## src/rtl/switch_reader_pkg.sv

```systemverilog
// Shared defaults and helpers for the switch debouncer.
// Latency: n/a (constants and a width helper only).
// Backpressure: n/a.
// Contents: DEF_TICK_DIV, DEF_STABLE_TICKS, DEF_WIDTH, span_w().
package switch_reader_pkg;

  localparam int DEF_TICK_DIV     = 100000;  // 1 ms sample tick at 100 MHz
  localparam int DEF_STABLE_TICKS = 10;
  localparam int DEF_WIDTH        = 16;

  // Bits needed to hold the values 0..n-1, never less than one bit.
  function automatic int span_w(input int n);
    return (n > 2) ? $clog2(n) : 1;
  endfunction

endpackage

```

## src/rtl/switch_reader_debounce_bit.sv

```systemverilog
// Per-switch debouncer: 2-flop synchronizer, stability counter, level and edge pulses.
// Latency: 2 sync cycles + STABLE_TICKS mismatching ticks + 1 cycle to accept.
// Backpressure: none; free-running, accepts a new level whenever it is stable.
// Ports: clk_i/rst_ni clock and async active-low reset; tick_i shared sample strobe;
//        sw_i raw pin; sw_o debounced level; rise_o/fall_o one-cycle edge pulses;
//        accept_o combinational "level accepted on the next edge" for the change summary.
module debounce_bit
  import switch_reader_pkg::*;
#(
  parameter int STABLE_TICKS = DEF_STABLE_TICKS
) (
  input  logic clk_i,
  input  logic rst_ni,
  input  logic tick_i,
  input  logic sw_i,
  output logic sw_o,
  output logic rise_o,
  output logic fall_o,
  output logic accept_o
);

  localparam int            CW   = span_w(STABLE_TICKS + 1);
  localparam logic [CW-1:0] LAST = CW'(STABLE_TICKS - 1);

  logic          meta_q, sync_q;
  logic          lvl_q, lvl_d;
  logic          rise_q, rise_d;
  logic          fall_q, fall_d;
  logic [CW-1:0] cnt_q, cnt_d;
  logic          mismatch, accept;

  always_comb begin
    mismatch = sync_q ^ lvl_q;
    accept   = mismatch & tick_i & (cnt_q == LAST);
    cnt_d    = cnt_q;
    // Any cycle of agreement (a bounce back) throws away the partial count;
    // acceptance also restarts it. The counter tops out at LAST, so it never wraps.
    if (!mismatch || accept) begin
      cnt_d = '0;
    end else if (tick_i) begin
      cnt_d = cnt_q + CW'(1);
    end
    lvl_d  = accept ? sync_q : lvl_q;
    rise_d = accept &  sync_q;
    fall_d = accept & ~sync_q;
  end

  always_ff @(posedge clk_i or negedge rst_ni) begin
    if (!rst_ni) begin
      meta_q <= 1'b0;
      sync_q <= 1'b0;
      lvl_q  <= 1'b0;
      rise_q <= 1'b0;
      fall_q <= 1'b0;
      cnt_q  <= '0;
    end else begin
      meta_q <= sw_i;
      sync_q <= meta_q;
      lvl_q  <= lvl_d;
      rise_q <= rise_d;
      fall_q <= fall_d;
      cnt_q  <= cnt_d;
    end
  end

  assign sw_o     = lvl_q;
  assign rise_o   = rise_q;
  assign fall_o   = fall_q;
  assign accept_o = accept;

endmodule

```

## src/rtl/switch_reader.sv

```systemverilog
// Debounces WIDTH board switches against a shared sample tick and reports level edges.
// Latency: between (STABLE_TICKS-1)*TICK_DIV+4 and STABLE_TICKS*TICK_DIV+3 cycles per step.
// Backpressure: none; outputs are registered status/pulses with no handshake.
// Ports: CLK, RST_N (async active-low); SW_I raw pins; SW_O debounced levels;
//        SW_RISE/SW_FALL per-bit one-cycle edge pulses; SW_CHG any-edge pulse.
module switch_reader
  import switch_reader_pkg::*;
#(
  parameter int TICK_DIV     = DEF_TICK_DIV,
  parameter int STABLE_TICKS = DEF_STABLE_TICKS,
  parameter int WIDTH        = DEF_WIDTH
) (
  input  logic             CLK,
  input  logic             RST_N,
  input  logic [WIDTH-1:0] SW_I,
  output logic [WIDTH-1:0] SW_O,
  output logic [WIDTH-1:0] SW_RISE,
  output logic [WIDTH-1:0] SW_FALL,
  output logic             SW_CHG
);

  localparam int            TW        = span_w(TICK_DIV);
  localparam logic [TW-1:0] TICK_LAST = TW'(TICK_DIV - 1);

  logic [TW-1:0]    tick_cnt_q, tick_cnt_d;
  logic             tick;
  logic             chg_q, chg_d;
  logic [WIDTH-1:0] accept;

  // With TICK_DIV=1 the counter is pinned at 0 == TICK_LAST, so tick is constant high.
  always_comb begin
    tick       = (tick_cnt_q == TICK_LAST);
    tick_cnt_d = tick ? '0 : tick_cnt_q + TW'(1);
    // Built from next-state accepts so SW_CHG lines up with the registered pulses.
    chg_d      = |accept;
  end

  always_ff @(posedge CLK or negedge RST_N) begin
    if (!RST_N) begin
      tick_cnt_q <= '0;
      chg_q      <= 1'b0;
    end else begin
      tick_cnt_q <= tick_cnt_d;
      chg_q      <= chg_d;
    end
  end

  for (genvar g = 0; g < WIDTH; g++) begin : g_bit
    debounce_bit #(
      .STABLE_TICKS(STABLE_TICKS)
    ) u_bit (
      .clk_i   (CLK),
      .rst_ni  (RST_N),
      .tick_i  (tick),
      .sw_i    (SW_I[g]),
      .sw_o    (SW_O[g]),
      .rise_o  (SW_RISE[g]),
      .fall_o  (SW_FALL[g]),
      .accept_o(accept[g])
    );
  end

  assign SW_CHG = chg_q;

endmodule
```

## config.mk

```make
export PLATFORM = sky130hd
export DESIGN_NAME = switch_reader
export DESIGN_NICKNAME = d
export VERILOG_FILES = /design/src/rtl/switch_reader_pkg.sv /design/src/rtl/switch_reader_debounce_bit.sv /design/src/rtl/switch_reader.sv
export SDC_FILE = /design/constraint.sdc
export NUM_CORES = 1
export LEC_CHECK = 0
export ABC_AREA = 1
export BUFFER_PORTS_ARGS = -buffer_cell sky130_fd_sc_hd__buf_2
export CORE_MARGIN = 1.5
export CORE_UTILIZATION = 60
export DETAILED_ROUTE_END_ITERATION = 10
export PLACE_DENSITY_LB_ADDON = 0.1
export SETUP_SLACK_MARGIN = 0.5
export SLEW_MARGIN = 30
export SYNTH_ARGS = -nofsm -noshare
export SYNTH_HDL_FRONTEND = slang
export SYNTH_SLANG_ARGS = --single-unit
```

## constraint.sdc

```tcl
create_clock -name CLK -period 1.98 [get_ports CLK]
set_clock_uncertainty 0.1 [all_clocks]
set_input_delay 0 -clock CLK [delete_from_list [all_inputs] [get_ports CLK]]
set_output_delay 0 -clock CLK [all_outputs]
set_load 0.03 [all_outputs]
```

==> qor.csv, run 1 <==
stage,metric,value,unit
clocking,CTS buffer count,17,
drt,WL met3,627,um
layout,"Net count, final",974,
power_and_ir_drop,VDD IR max,0.000701,V
placement,placed cell area,8140,um^2
yosys,register bit total from synthesis,162,
run_status,failing checks,hold timing,
clocking,CTS clock-pin slew for the worst setup and hold paths,60,ps
floorplan,Die H,117,um
layout,Antenna diodes,0,
layout,layout cells sized above 1,0.246,
yosys,Synth warnings,0,
clocking,CTS tree,yes,
drt,top sig layer,met4,
placement,port buffer count,66,
sta,RSZ-0062 raised after global routing,true,
floorplan,chip width,117,um
power_and_ir_drop,Lkg Pwr,5.21,nW
sta,Slew Limit Fails,0,
layout,Synth-to-Final Area Change,23.0,%
yosys,syn nets,887,
power_and_ir_drop,clock share of power,0.486,
power_and_ir_drop,cell area power density,719,nW/um^2
yosys,Mapped Cells,836,
yosys,synthesized area per cell,9.39,um^2
sta,# setup viols final,0,
worst_setup_path,"Req. time, crit path",2210,ps
drt,vias after detailed routing,5723,
drt,Final ANT Viol Nets,0,
sta,Rel. slew slack,0.658,
grt,largest net degree at the start of global routing,57,
layout,most frequent cells in the layout,"dfrtp_1 (159), nand2_1 (110), inv_1 (109), nor2_1 (71), buf_2 (65)",
layout,final core utilization,0.762,
sta,fin crit period,1930,ps
flow_run,# Max-Cap Violations,0,
yosys,Synth cell types,29,
grt,Overall Global Routing Usage,0.236,
worst_setup_path,crit path DAT,2170,ps
power_and_ir_drop,total power,6.94,mW
drt,Starting DRT DRC Count,381,
sta,Slew @ Worst Pin,514,ps
power_and_ir_drop,Sw Pwr,1.54,mW
grt,first-pass GRT wire length,25.8,mm
worst_setup_path,Crit Path Category,reg -> reg,
floorplan,Initial Util,0.619,
drt,DRC Markers,0,
drt,met2 WL post-DR,8.89,mm
power_and_ir_drop,register share of total power,0.485,
power_and_ir_drop,combinational share of power,0.030,
drt,via/cell ratio,5.17,
floorplan,Top Ports,67,
yosys,Synth area leaders,"dfrtp_1 (52%), nand2_1 (5.9%), inv_1 (5.5%)",
layout,post-route cell area,9660,um^2
drt,Routed wire per std cell,15.3,um
worst_setup_path,CP Capture Type,flip-flop,
grt,vias in the first global route,5700,
worst_setup_path,Crit Path Max Fanout,6,
sta,total negative slack,0,ps
yosys,mapped cell area,7850,um^2
grt,initial antenna violation count,0,
yosys,post-synth top area share,0.517,
power_and_ir_drop,switching power share of the total,0.221,
drt,1st-pass router iterations,5,
worst_setup_path,crit path launch type,flip-flop,
clocking,root buf cell,clkbuf_16,
sta,final worst path period share,0.977,
sta,Fin. Hold Viols,1,
layout,"leading cell type in the layout, fill and taps excluded",dfrtp_1,
clocking,H-tree levels,4,
floorplan,row cnt,41,
drt,Detailed Route WL,16.9,mm
run_status,status,"complete, but fails checks",
placement,routability cong.,0.914,
sta,WHS,-0.968,ps
clocking,# clock sinks,162,
yosys,Yosys top cell by area,dfrtp_1,
clocking,clk_lat worst skew,430,ps
yosys,"Seq/Total Area, Yosys",0.517,
worst_hold_path,Worst Hold Class,in -> async,
sta,f_max,517,MHz
drt,wire length on met1,6.93,mm
clocking,CTS max path bufs,2,
floorplan,Core Footprint,12700,um^2
grt,Overflow after GRT,0,
power_and_ir_drop,internal power,5.41,mW
floorplan,die footprint,13800,um^2
placement,Detail Placement HPWL,9.99,mm
[metal layers]
metal  GRT usage  vias up
li1            -     2748
met1       0.281     2806
met2       0.410      128
met3      0.0491       41
met4       0.109        0
met5           0        -
[cells in the mapped netlist]
master	number
nor2_2	11
buf_4	50
clkinv_1	1
o21ai_0	41
a31oi_1	1
nor3_1	4
nor3_2	1
nand2_1	123
nor4_1	1
inv_2	2
nand4_1	18
nand3b_1	19
nand3_1	42
ha_1	33
xor2_1	36
or2_2	2
buf_6	4
nand4_2	1
buf_12	1
buf_2	3
or2_1	16
nand2_2	8
xnor2_1	34
inv_1	115
nor2_8	1
a21oi_1	21
dfrtp_1	162
nor2_1	84
nand3_2	1
[flip-flops by register name (all words and copies together), names as in the netlist]
| register | count |
|---|---|
| SW_CHG | 1 |
| g_bit.u_bit.cnt_q | 64 |
| g_bit.u_bit.fall_o | 16 |
| g_bit.u_bit.meta_q | 16 |
| g_bit.u_bit.rise_o | 16 |
| g_bit.u_bit.sw_o | 16 |
| g_bit.u_bit.sync_q | 16 |
| tick_cnt_q | 17 |
[critical path, cell delays in order (launching register included)]
cell       delay [ps]
dfrtp_1           430
ha_4              180
nand3_4           100
clkinv_4           70
nand3_4            90
nor2_8            240
buf_12            150
buf_8             120
clkbuf_16         150
nand4_1            80
o21ai_0           120
[power groups by stage]
stage	clock network, mW	logic, mW	registers [mW]
floorplan	0	0.0704	3.42
global placement	0	0.174	3.43
detailed placement	0	0.179	3.43
CTS	3.43	0.207	3.37
global route	3.57	0.238	3.37
finish	3.37	0.205	3.37
[path summary, 6_finish.rpt]
kind                                                 to                   start  cells after the start  slack, ps
max in group asynchronous                tick_cnt_q[12]                   RST_N                      3       1100
worst max-delay path            g_bit[7].u_bit.cnt_q[1]           tick_cnt_q[0]                     10         50
worst max register to register  g_bit[7].u_bit.cnt_q[1]           tick_cnt_q[0]                     10         50
worst min-delay path              g_bit[3].u_bit.fall_o                   RST_N                      2         -1
min in group CLK                 g_bit[13].u_bit.meta_q                SW_I[13]                      2        110
worst min register to register   g_bit[12].u_bit.sync_q  g_bit[12].u_bit.meta_q                      0        250
[cell type report]
cell class                      count  area (um^2)
Clock buffer                       17          425
Timing Repair Buffer              126         1100
Sequential cell                   162         4060
Inverter                          118          455
Clock inverter                     15          183
Tap cell                          172          215
Multi-Input combinational cell    498         3220
Fill cell                         835         3020
[metrics by stage]
| step | std cells | setup slack, ps |
|---|---|---|
| 3_5_place_dp | 1025 | 101 |
| 4_1_cts | 1087 | 176 |
| 2_1_floorplan | 836 | 359 |
| 5_1_grt | 1108 | -62.4 |
| 6_report | 1108 | 45.2 |
| 3_3_place_gp | 1025 | 182 |
[cell families (layout without fill, tap and decap cells)]
| kind of cell | Yosys count | after routing | synth area share |
|---|---|---|---|
| and+or+nand+nor | 332 | 332 | 0.198 |
| buffers and inverters | 176 | 276 | 0.114 |
| DFF | 162 | 162 | 0.517 |
| xor gates and xnor gates | 70 | 70 | 0.0781 |
| AOI/OAI and AO/OA | 63 | 63 | 0.0403 |
| adders and majority gates | 33 | 33 | 0.0526 |
[what timing repair did]
item,4_1_cts,5_1_grt
resized for setup,29,68
gates cloned,3,5
setup buffers,10,16
pin swaps,9,15
setup endpoints to repair,126,127
hold endpoints to repair,178,0
hold buffers,17,0
Power figures use the tool's default switching activity.
==> run 2, diff against run 1 <==
- CORE_UTILIZATION: 60 -> 64
- HOLD_SLACK_MARGIN: default -> 0.02
- clock period: 1.98 -> 2.45 ns (I/O delays scaled with it)
==> run 2 against run 1 <==
Net effect:
- via count is 3.9% lower
- highest routed layer unchanged
- the run now ends clean
- die area down 6.1%
- cell count fell by 3.7%
==> qor.csv, run 2 (same netlist as run 1, synthesis figures left out) <==
stage,metric,value,unit,change
floorplan,die footprint,12900,um^2,-6.1%
grt,GRT Max-Usage Layer,met2,,
layout,Antenna diodes,0,,unchanged
layout,max reg flops,64,,unchanged
clocking,CTS buffer count,17,,unchanged
layout,layout cells sized above 1,0.183,,-0.0631
drt,Detailed Route WL,14.7,mm,-13%
floorplan,Top Ports,67,,unchanged
grt,met1 usage,0.311,,+0.0308
drt,via/cell ratio,5.16,,-0.19%
grt,met2 usage,0.404,,-0.00591
layout,biggest regs,"g_bit.u_bit.cnt_q (64), tick_cnt_q (17)",,
grt,Overflow after GRT,0,,unchanged
worst_setup_path,crit path DAT,2090,ps,-80 ps
worst_setup_path,worst path cell trace,ha_4 -> nand3_4 -> inv_4 -> nand3_4 -> nor2_4 -> bufbuf_16 -> xnor2_1 -> nor2_1,,
sta,WHS,112,ps,+113 ps
power_and_ir_drop,Lkg Pwr,5.02,nW,-3.5%
layout,"leading cell type in the layout, fill and taps excluded",dfrtp_1,,
run_status,status,finished clean,,
drt,Final ANT Viol Nets,0,,unchanged
floorplan,chip width,114,um,-3.1%
clocking,CTS max path bufs,2,,unchanged
placement,pre-CTS setup slack,297,ps,+196 ps
layout,Largest Register,g_bit.u_bit.cnt_q,,
floorplan,Die H,114,um,-3.1%
sta,Rel. slew slack,0.638,,-0.0192
sta,final worst path period share,0.768,,-0.210
drt,Starting DRT DRC Count,283,,-26%
sta,RSZ-0062 raised after global routing,true,,
worst_setup_path,CP max-delay cell,dfrtp_1,,
worst_setup_path,Crit Path Max Fanout,12,,+6
placement,routability cong.,0.870,,-4.8%
layout,"Net count, final",959,,-1.5%
clocking,H-tree levels,4,,unchanged
layout,fin cells,1067,,-3.7%
drt,vias after detailed routing,5501,,-3.9%
worst_setup_path,Critical path buffers and inverters,2,,-2
power_and_ir_drop,total power,5.64,mW,-19%
floorplan,Core Footprint,12000,um^2,-5.6%
worst_setup_path,"Req. time, crit path",2660,ps,+450 ps
worst_setup_path,crit path launch type,flip-flop,,
clocking,CTS clock-pin slew for the worst setup and hold paths,60,ps,about the same
placement,Placed Cells,1001,,-2.3%
power_and_ir_drop,cell area power density,619,nW/um^2,-14%
worst_hold_path,Worst Hold Class,in -> reg,,
sta,Slew @ Worst Pin,542,ps,+28.8 ps
grt,vias in the first global route,5473,,-4.0%
worst_setup_path,Critical Path Most Common Cell,nand3_4,,
sta,Fin. Hold Viols,0,,-1
grt,largest net degree at the start of global routing,58,,+1.8%
power_and_ir_drop,VDD IR max,0.000616,V,-12%
clocking,CTS tree,yes,,
sta,post-route setup slack,570,ps,+524 ps
grt,Overall Global Routing Usage,0.246,,+0.0105
floorplan,row cnt,40,,-2.4%
grt,initial antenna violation count,0,,unchanged
sta,Slew Limit Fails,0,,unchanged
worst_setup_path,Crit Path Category,reg -> reg,,
sta,total negative slack,0,ps,unchanged
drt,DRC Markers,0,,unchanged
clocking,# clock sinks,162,,unchanged
worst_setup_path,CP Capture Type,flip-flop,,
floorplan,Initial Util,0.656,,+0.0367
placement,port buffer count,66,,unchanged
placement,Detail Placement HPWL,9.69,mm,-3.0%
grt,first-pass GRT wire length,24.7,mm,-4.4%
drt,1st-pass router iterations,4,,-1
worst_setup_path,Worst path max stage delay,390,ps,-40 ps
worst_setup_path,"CP delay by family, top",simple AND/OR/NAND/NOR gates,,
grt,grt met3 use,0.0786,,+0.0295
sta,fin crit period,1880,ps,-54.3 ps
layout,Synth-to-Final Area Change,16.1,%,
sta,# setup viols final,0,,unchanged
layout,most frequent cells in the layout,"dfrtp_1 (162), inv_1 (115), nand2_1 (115), nor2_1 (75), buf_2 (65)",,
clocking,root buf cell,clkbuf_16,,
flow_run,# Max-Cap Violations,0,,unchanged
drt,Routed wire per std cell,13.8,um,-9.4%
sta,f_max,532,MHz,+2.9%
clocking,clk_lat worst skew,420,ps,about the same
==> run 2: through the flow <==
stage,util,area (um^2)
6_report,0.762,9110
5_1_grt,0.762,9110
4_1_cts,0.749,8960
3_5_place_dp,0.671,8030
3_3_place_gp,0.671,8030
2_1_floorplan,-,7850
==> run 2: worst paths after layout <==
check                      slack, ps                 endpoint                    from  cells past startpoint
setup reg to reg                 570  g_bit[9].u_bit.cnt_q[0]           tick_cnt_q[1]                      8
hold reg to reg                  250   g_bit[14].u_bit.sync_q  g_bit[14].u_bit.meta_q                      0
max in group asynchronous        850      g_bit[6].u_bit.sw_o                   RST_N                      4
hold / removal                   110    g_bit[3].u_bit.meta_q                 SW_I[3]                      2
setup / recovery                 570  g_bit[9].u_bit.cnt_q[0]           tick_cnt_q[1]                      8
min in group asynchronous        540  g_bit[6].u_bit.cnt_q[2]                   RST_N                      3
==> run 2: report_power, final <==
part	switching, mW	internal [mW]
clock network	1.01	1.74
logic	0.108	0.0597
registers	0.0200	2.70
total	1.14	4.50
==> run 2: worst reg2reg max path, cell delays in order, from the launching register on <==
cell and delay, ps:
dfrtp_1 390, ha_4 170, nand3_4 100, inv_4 80
nand3_4 130, nor2_4 240, bufbuf_16 330, xnor2_1 140
nor2_1 70
==> run 2: area by class of cell <==
| type | instances | area [um^2] |
|---|---|---|
| sequential | 162 | 4050 |
| multi-input combinational | 500 | 3020 |
| fill | 798 | 2850 |
| timing repair buffer | 109 | 788 |
| clock buffer | 24 | 502 |
| inverter | 118 | 445 |
| tap | 147 | 184 |
| clock inverter | 7 | 121 |
==> run 2: what timing repair did <==
item / 4_1_cts / 5_1_grt
endpoints found under the hold margin: 178 / 0
pin swaps: 2 / 9
setup buffers: 6 / 7
cloned: 3 / 0
endpoints found under the setup margin: 77 / 65
hold buffers: 19 / 0
gates resized for setup: 7 / 27
==> run 2: routing by layer <==
layer  part of all wire  vias to the layer above
li1                   -                     2715
met1               0.44                     2637
met2               0.50                      123
met3              0.048                       26
met4              0.019                        0
met5                  0                        -
==> run 3, diff against run 2 <==
- CORE_UTILIZATION: 64 -> 60
- clock period: 2.45 -> 1.85 ns (I/O delays scaled with it)
==> run 3 against run 2 <==
Net effect:
- the flow now finishes with violations (hold timing, setup timing)
- hold slack got worse by 140 ps
- clock power up 28%
- sequential power is 33% higher
- design area rose by 13%
- critical endpoint is now g_bit[9].u_bit.sw_o
==> qor.csv, run 3 (same netlist as run 1, synthesis figures left out) <==
stage,metric,value,unit,change
run_status,status,"complete, but fails checks",,
run_status,failing checks,"hold timing, setup timing",,
power_and_ir_drop,Lkg Pwr,5.51,nW,+9.6%
layout,Antenna diodes,0,,unchanged
drt,via/cell ratio,5.16,,+0.14%
sta,final worst path period share,1.04,,+0.269
sta,Slew @ Worst Pin,477,ps,-65.3 ps
worst_hold_path,Worst Hold Class,in -> async,,
placement,Detail Placement HPWL,9.95,mm,+2.7%
clocking,root buf cell,clkbuf_16,,
sta,Rel. slew slack,0.681,,+0.0424
grt,largest net degree at the start of global routing,62,,+6.9%
grt,initial antenna violation count,0,,unchanged
clocking,CTS max path bufs,2,,unchanged
worst_setup_path,crit path launch type,flip-flop,,
layout,biggest regs,"g_bit.u_bit.cnt_q (64), tick_cnt_q (17)",,
worst_setup_path,CP Capture Type,flip-flop,,
sta,Fin. Hold Viols,44,,+44
sta,RSZ-0062 raised after global routing,true,,
layout,Largest Register,g_bit.u_bit.cnt_q,,
drt,Starting DRT DRC Count,309,,+9.2%
sta,Slew Limit Fails,0,,unchanged
layout,fin cells,1138,,+6.7%
drt,DRC Markers,0,,unchanged
worst_setup_path,Crit Path Category,reg -> reg,,
clocking,CTS clock-pin slew for the worst setup and hold paths,60,ps,about the same
floorplan,Core Footprint,12700,um^2,+5.9%
layout,post-route cell area,10300,um^2,+13%
sta,fin crit period,1920,ps,+36.5 ps
drt,top sig layer,met4,,
layout,"Net count, final",1004,,+4.7%
layout,final core utilization,0.814,,+0.0521
drt,1st-pass router iterations,5,,+1
drt,WL met3,648,um,-7.8%
placement,pre-CTS setup slack,-18.1,ps,-315 ps
sta,WHS,-26.1,ps,-138 ps
drt,met2 WL post-DR,9.28,mm,+27%
power_and_ir_drop,cell area power density,720,nW/um^2,+16%
floorplan,chip width,117,um,+3.2%
placement,Placed Cells,1041,,+4.0%
clocking,Post-CTS Hold Buffers,17,,-2
floorplan,die footprint,13800,um^2,+6.5%
clocking,CTS tree,yes,,
grt,vias in the first global route,5841,,+6.7%
worst_setup_path,CP startpoint,tick_cnt_q[1],,
worst_setup_path,Crit Path Max Fanout,7,,-5
placement,placed cell area,8270,um^2,+3.1%
power_and_ir_drop,total power,7.43,mW,+32%
floorplan,Die H,117,um,+3.2%
layout,layout cells sized above 1,0.342,,+0.159
sta,total negative slack,-800,ps,-800 ps
worst_setup_path,"Req. time, crit path",2120,ps,-540 ps
floorplan,Initial Util,0.619,,-0.0367
grt,Overall Global Routing Usage,0.244,,-0.00165
sta,post-route setup slack,-67.0,ps,-637 ps
layout,most frequent cells in the layout,"dfrtp_1 (162), inv_1 (97), nand2_1 (72), buf_2 (65), nor2_1 (58)",,
drt,Final ANT Viol Nets,0,,unchanged
placement,routability cong.,0.827,,-4.9%
drt,Routed wire per std cell,15.6,um,+13%
sta,# setup viols final,23,,+23
grt,first-pass GRT wire length,27.0,mm,+9.3%
layout,max reg flops,64,,unchanged
worst_setup_path,worst reg-to-reg setup slack,-70,ps,-640 ps
worst_setup_path,crit path DAT,2190,ps,+100 ps
grt,Overflow after GRT,0,,unchanged
clocking,clk_lat worst skew,430,ps,about the same
placement,port buffer count,66,,unchanged
floorplan,row cnt,41,,+2.5%
drt,Detailed Route WL,17.8,mm,+21%
clocking,# clock sinks,162,,unchanged
clocking,H-tree levels,4,,unchanged
layout,"leading cell type in the layout, fill and taps excluded",dfrtp_1,,
floorplan,Top Ports,67,,unchanged
drt,wire length on met1,7.47,mm,+16%
layout,Synth-to-Final Area Change,31.4,%,
power_and_ir_drop,VDD IR max,0.000703,V,+14%
drt,vias after detailed routing,5875,,+6.8%
worst_setup_path,Critical R2R Launch,tick_cnt_q[1],,
sta,f_max,522,MHz,-1.9%
clocking,CTS buffer count,17,,unchanged
flow_run,# Max-Cap Violations,0,,unchanged
run 3: cell types whose count changed in the layout (fill, tap and decap cells not counted), sizes merged, moves of 2 or more:
| cell | before | now |
|---|---|---|
| clkinvlp | 0 | 4 |
| clkbuf | 24 | 22 |
| dlygate4sd3 | 19 | 17 |
| buf | 89 | 138 |
| nor2 | 98 | 96 |
run 3: final timing paths:
path,cells after the start,end
max,10,g_bit[9].u_bit.sw_o
min,2,g_bit[3].u_bit.rise_o
max reg2reg,10,g_bit[9].u_bit.sw_o
min reg2reg,0,g_bit[13].u_bit.sync_q
max in group asynchronous,3,g_bit[0].u_bit.cnt_q[2]
min in group CLK,2,g_bit[13].u_bit.meta_q
run 3: final cells by class:
cell class                 count  area (um^2)
timing repair buffer         156         1330
fill                         721         2360
clock buffer                  21          470
tap                          172          215
inverter                     118          480
clock inverter                11          126
sequential                   162         4050
multi-input combinational    498         3640
run 3: power by group:
group / switching [mW] / internal, mW
clock: 1.43 / 2.10
combinational: 0.184 / 0.107
sequential: 0.0295 / 3.58
run 3: critical path, stage by stage (launching register included):
cell and delay (ps):
dfrtp_1 400, ha_4 170, nand3_4 100, clkinv_4 70, nand3_4 110, nor2_8 270, buf_6 170, buf_16 120
a21oi_2 50, or2_1 240, inv_1 60
run 3: timing repair:
action | CTS | global route
hold endpoints to repair | 178 | 24
buffers inserted | 18 | 25
gates cloned | 4 | 1
setup endpoints to repair | 128 | 129
resized for setup | 89 | 169
pin swaps | 17 | 36
run 3: layer usage:
layer / global-route usage / vias up
met2: 0.418 / 124
met4: 0.0702 / 0
met5: 0 / -
met3: 0.0559 / 27
met1: 0.312 / 2918
li1: - / 2806
